<file path="src/rtl/shake_pkg.sv">
// ---------------------------------------------------------------------------
// shake_pkg
// Shared definitions for the SHAKE datapath controllers.
//   squeeze_state_t : 3-bit state encoding of the squeeze sequencer
//   RATE_WORDS_128  : rate in 64-bit words for SHAKE128 (21)
//   RATE_WORDS_256  : rate in 64-bit words for SHAKE256 (17)
//   WORD_W          : lane/word width in bits (64)
// ---------------------------------------------------------------------------
package shake_pkg;

    localparam int WORD_W         = 64;
    localparam int RATE_WORDS_128 = 21;
    localparam int RATE_WORDS_256 = 17;

    typedef enum logic [2:0] {
        ST_IDLE        = 3'd0,
        ST_WAIT_ABSORB = 3'd1,
        ST_WAIT_BUF    = 3'd2,
        ST_PERM_START  = 3'd3,
        ST_PERM_WAIT   = 3'd4,
        ST_DONE        = 3'd5
    } squeeze_state_t;

endpackage

</file>
<file path="src/rtl/squeeze_len_counter.sv">
// ---------------------------------------------------------------------------
// squeeze_len_counter
// Remaining-output-length bookkeeping for the squeeze sequencer.
// Ports:
//   clk, rst     : clock, synchronous active-high reset
//   clear        : zero the remaining count (abort path)
//   load         : load load_value into the remaining count
//   load_value   : requested output length in words
//   dec          : subtract the current block size (one block handed out)
//   block_words  : min(remaining, RATE_WORDS), combinational
//   last_block   : remaining <= RATE_WORDS, combinational
// ---------------------------------------------------------------------------
module squeeze_len_counter #(
    parameter  int RATE_WORDS = 21,
    parameter  int LEN_W      = 16,
    localparam int BW         = $clog2(RATE_WORDS + 1)
) (
    input  logic             clk,
    input  logic             rst,
    input  logic             clear,
    input  logic             load,
    input  logic [LEN_W-1:0] load_value,
    input  logic             dec,
    output logic [BW-1:0]    block_words,
    output logic             last_block
);

    localparam logic [LEN_W-1:0] RATE_L = LEN_W'(RATE_WORDS);

    logic [LEN_W-1:0] remaining_reg;

    // When the final block is reached the remaining count is at most
    // RATE_WORDS, so its low BW bits carry the whole value.
    assign last_block  = (remaining_reg <= RATE_L);
    assign block_words = last_block ? remaining_reg[BW-1:0] : BW'(RATE_WORDS);

    always_ff @(posedge clk) begin
        if (rst || clear) begin
            remaining_reg <= '0;
        end else if (load) begin
            remaining_reg <= load_value;
        end else if (dec) begin
            // block_words <= remaining_reg by construction: no underflow.
            remaining_reg <= remaining_reg - LEN_W'(block_words);
        end
    end

endmodule

</file>
<file path="src/rtl/shake_squeeze_ctrl.sv">
// ---------------------------------------------------------------------------
// shake_squeeze_ctrl
// Sequencer for the SHAKE squeeze phase. After the final absorb permutation
// it hands rate-sized blocks to the output buffer, running a Keccak
// permutation between blocks until output_len words are covered.
//
// Optional feature macro: SQUEEZE_ABORT_EN (adds the `abort` input).
//
// Ports:
//   clk, rst                : clock, synchronous active-high reset
//   abort                   : (SQUEEZE_ABORT_EN only) cancel the squeeze
//   start, output_len       : squeeze request and its length in words
//   absorb_done             : final absorb permutation finished
//   perm_start / perm_done  : permutation handshake
//   output_buffer_available : output buffer can take a block
//   output_buffer_we        : load current rate block (Mealy on available)
//   block_words             : valid words in the loaded block
//   last_output_block       : loaded block is the final one
//   busy                    : not idle
//   done                    : one-cycle completion pulse
// ---------------------------------------------------------------------------
module shake_squeeze_ctrl
    import shake_pkg::*;
#(
    parameter int RATE_WORDS = 21,
    parameter int LEN_W      = 16
) (
    input  logic                              clk,
    input  logic                              rst,
`ifdef SQUEEZE_ABORT_EN
    input  logic                              abort,
`endif
    input  logic                              start,
    input  logic [LEN_W-1:0]                  output_len,
    input  logic                              absorb_done,
    output logic                              perm_start,
    input  logic                              perm_done,
    input  logic                              output_buffer_available,
    output logic                              output_buffer_we,
    output logic [$clog2(RATE_WORDS+1)-1:0]   block_words,
    output logic                              last_output_block,
    output logic                              busy,
    output logic                              done
);

    localparam int BW = $clog2(RATE_WORDS + 1);

    squeeze_state_t state_reg, state_next;

    logic          len_load;
    logic          len_clear;
    logic [BW-1:0] blk_words_raw;
    logic          blk_last_raw;
    logic          abort_hit;

`ifdef SQUEEZE_ABORT_EN
    assign abort_hit = abort && (state_reg != ST_IDLE);
`else
    assign abort_hit = 1'b0;
`endif

    assign len_clear = abort_hit;

    squeeze_len_counter #(
        .RATE_WORDS (RATE_WORDS),
        .LEN_W      (LEN_W)
    ) u_len (
        .clk         (clk),
        .rst         (rst),
        .clear       (len_clear),
        .load        (len_load),
        .load_value  (output_len),
        .dec         (output_buffer_we),
        .block_words (blk_words_raw),
        .last_block  (blk_last_raw)
    );

    always_ff @(posedge clk) begin
        if (rst) begin
            state_reg <= ST_IDLE;
        end else begin
            state_reg <= state_next;
        end
    end

    always_comb begin
        state_next        = state_reg;
        len_load          = 1'b0;
        perm_start        = 1'b0;
        output_buffer_we  = 1'b0;
        block_words       = '0;
        last_output_block = 1'b0;
        done              = 1'b0;
        busy              = (state_reg != ST_IDLE);

        unique case (state_reg)
            ST_IDLE: begin
                if (start) begin
                    if (output_len != '0) begin
                        len_load   = 1'b1;
                        state_next = ST_WAIT_ABSORB;
                    end else begin
                        // Zero-length request: nothing to emit, report done.
                        state_next = ST_DONE;
                    end
                end
            end
            ST_WAIT_ABSORB: begin
                // The state after the final absorb already holds block 0.
                if (absorb_done) begin
                    state_next = ST_WAIT_BUF;
                end
            end
            ST_WAIT_BUF: begin
                if (output_buffer_available) begin
                    output_buffer_we  = 1'b1;
                    block_words       = blk_words_raw;
                    last_output_block = blk_last_raw;
                    state_next        = blk_last_raw ? ST_DONE : ST_PERM_START;
                end
            end
            ST_PERM_START: begin
                perm_start = 1'b1;
                state_next = ST_PERM_WAIT;
            end
            ST_PERM_WAIT: begin
                if (perm_done) begin
                    state_next = ST_WAIT_BUF;
                end
            end
            ST_DONE: begin
                done       = 1'b1;
                state_next = ST_IDLE;
            end
            default: begin
                state_next = ST_IDLE;
            end
        endcase

        // Abort wins over everything, including a write offered this cycle.
        if (abort_hit) begin
            state_next        = ST_IDLE;
            len_load          = 1'b0;
            perm_start        = 1'b0;
            output_buffer_we  = 1'b0;
            block_words       = '0;
            last_output_block = 1'b0;
            done              = 1'b0;
        end
    end

endmodule

</file>
<file path="config.mk">
export PLATFORM = sky130hd
export DESIGN_NAME = shake_squeeze_ctrl
export DESIGN_NICKNAME = d
export VERILOG_FILES = /design/src/rtl/shake_pkg.sv /design/src/rtl/squeeze_len_counter.sv /design/src/rtl/shake_squeeze_ctrl.sv
export SDC_FILE = /design/constraint.sdc
export NUM_CORES = 1
export LEC_CHECK = 0
export CAP_MARGIN = 20
export CORE_UTILIZATION = 45
export CTS_CLUSTER_SIZE = 14
export DETAILED_ROUTE_END_ITERATION = 12
export PLACE_DENSITY = 0.7
export SYNTH_ARGS = -nofsm -noshare
export SYNTH_HDL_FRONTEND = slang
export SYNTH_SLANG_ARGS = --single-unit
</file>
<file path="constraint.sdc">
create_clock -name clk -period 5.88 [get_ports clk]
set_clock_uncertainty 0.1 [all_clocks]
set_input_delay 1.176 -clock clk [delete_from_list [all_inputs] [get_ports clk]]
set_output_delay 1.176 -clock clk [all_outputs]
set_load 0.05 [all_outputs]
</file>
==> metrics <==
Port-buffer cells=31; sequential area share after synthesis=28.1%; vias in the first global route=1360; failing checks=design-rule violations; WL final=approximately 3.9 mm; Placeable Area=approximately 2800 um2; CTS buffer count=3; GP Congestion=between 0.9 and 1; DIE AREA=between 3000 and 4000 um2; proportion of netlist area held by the largest area contributor=between 20% and 30%; DPL Wire Length=slightly below 3 mm; boundary pin count=32; Die Wd=between 50 and 60 um; global-route wire length before repair=between 6 and 7 mm; largest family of logic cells by synthesized area=simple AND/OR/NAND/NOR gates; max FFs per register=16; final worst slack=~1.2 ns; Nets=approximately 240; clk slew on worst S/H paths=approximately 0.12 ns; f_max=roughly 0.21 GHz; gr usage total=25.2%; CTS tree=built; Num Clock Sinks=19; max cap viols=0; setup slack at placement=~1.2 ns; Synth area leader=dfxtp_1; asr flop ratio synth=0%; Worst EP arrival=~3.4 ns; adder-cell area share of the yosys netlist=less than 1%; yosys warns=0; Final Max Slew Viols=0; DR vias/cell=roughly 6.3; element type at the critical path start=primary input; Mapped Area=about 1400 um2; Worst-Margin Slew=about 0.76 ns; Post-Synth Simple-Gate Area=35.9%; Avg WL per Cell=around 16 um; Area contributors post-synth=dfxtp_1, a21oi_1, nor2_1; Diodes inserted=0; Syn Inst Count=~190; Hold Vio Cnt, Final=0; total grt overflow=0; clock root cell=clkbuf_4; critical path peak fanout=19; Compound-Gate Fraction of Synth Area=between 20 and 30%; Most used DFF post-synth=dfxtp_1; # DRC=4; Longest Clk Path Bufs=2; final period utilization=79.7%; Worst VDD drop=approximately 0.13 mV; Syn Area/Cell=around 7.1 um2; Sum Neg Setup Slack=0 ns; Critical Path End Type=output port; EDFF count, synth=0; Power Dens Cells=228 nW/um2; iteration count of the initial detailed-routing pass=9; PostCTS Resize Cnt=0; share of cells above drive strength 1=under 10%; number of distinct library cells after synthesis=47; final critical-path required period=~4.7 ns; final setup violation count=0; critical path class=primary input to output port; XOR/XNOR Fraction of Synth Area=less than 1%; cts hold-fix bufs=0; Die H=56.8 um; synth cell count leaders=nor2_1, a21oi_1, dfxtp_1, nand2_1, nand3_1; Starting Density=between 40% and 50%; most numerous cell in the Yosys netlist=nor2_1; status=complete, but fails checks; Yosys reg bits=19; RSZ-0062 raised after global routing=no; Area growth syn-to-layout=24.1%; leak pwr=approximately 0.6 nW; htree depth=1; mux contribution to synthesized area=between 2 and 2.5%; via count=1533; power consumption=0.382 mW; antenna violations before repair=0; # fillers=284; largest net degree at the start of global routing=21; DR iter-0 viols=176; CP required=4.60 ns; Setup Fix Bufs, Post-CTS=0; Hold/Removal Path Class=register to register; std cell rows=19; Worst-Skew Late Latency=0.31 ns; Net Count, Synth=between 200 and 250; Post-DRT Antenna Nets=0; Slew headroom=between 40 and 50%
==> through the flow <==
stage               instance area, um2  hold slack (ns)  util, %  instances
floorplan                         1350            0.378        -        191
global placement                  1650            0.416     58.9        240
detailed placement                1650            0.422     58.9        240
CTS                               1680            0.437     59.9        244
global route                      1680            0.468     59.9        244
finish                            1680            0.445     59.9        244
==> cells by family after synthesis <==
kind of cell,after synthesis
AOI/OAI and AO/OA,58
adders and majority gates,1
DFF,19
xor gates and xnor gates,1
buffers and inverters,16
muxes,3
and+or+nand+nor,93
==> layout make-up <==
type	count	area (um2)	area share, %
Inverter	2	7.51	0.447
Sequential cell	19	380	22.7
Clock buffer	4	26.3	1.56
Tap cell	31	38.8	2.31
Multi-Input combinational cell	156	908	54.1
Timing Repair Buffer	32	318	18.9
==> power breakdown <==
| part | switching (mW) | internal (mW) | total [mW] |
|---|---|---|---|
| sequential | 0.0190 | 0.141 | 0.160 |
| combinational | 0.0911 | 0.0619 | 0.153 |
| clock | 0.0427 | 0.0265 | 0.0692 |
| total | 0.153 | 0.229 | 0.382 |
==> cell usage in the layout (no fill, tap or decap), types with 5 or more instances in the layout <==
cell type,count
nand2_1,19
or3_1,5
nand3_1,11
o21ai_0,8
a21oi_1,19
clkdlybuf4s50_1,31
dfxtp_1,19
nor2_1,21
nor3_1,5
nor4_1,7
a31oi_1,10
==> layer usage <==
metal	part of all wire, %	vias up	wire [um]	track usage, %
li1	-	763	-	-
met1	48	721	1880	35.6
met2	46	47	1800	40.0
met3	5.3	2	206	4.38
met4	0.44	0	17	5.92
met5	0	-	0	0
==> final timing paths <==
kind | from | to | slack [ns] | cells past startpoint
worst min register to register | u_len.remaining_reg[15]$_SDFFE_PP0P_ | u_len.remaining_reg[15]$_SDFFE_PP0P_ | 0.45 | 2
worst min-delay path | u_len.remaining_reg[15]$_SDFFE_PP0P_ | u_len.remaining_reg[15]$_SDFFE_PP0P_ | 0.45 | 2
worst max-delay path | output_buffer_available | block_words[3] | 1.19 | 6
worst max register to register | u_len.remaining_reg[12]$_SDFFE_PP0P_ | u_len.remaining_reg[10]$_SDFFE_PP0P_ | 2.55 | 10
==> worst max-delay path: stages <==
cell             delay (ns)
clkdlybuf4s50_1        0.53
nand4bb_1              0.11
buf_4                  0.21
inv_1                  0.37
and3_1                 0.22
clkdlybuf4s50_1        0.79
Note: power is estimated with default switching activity, not from simulation.
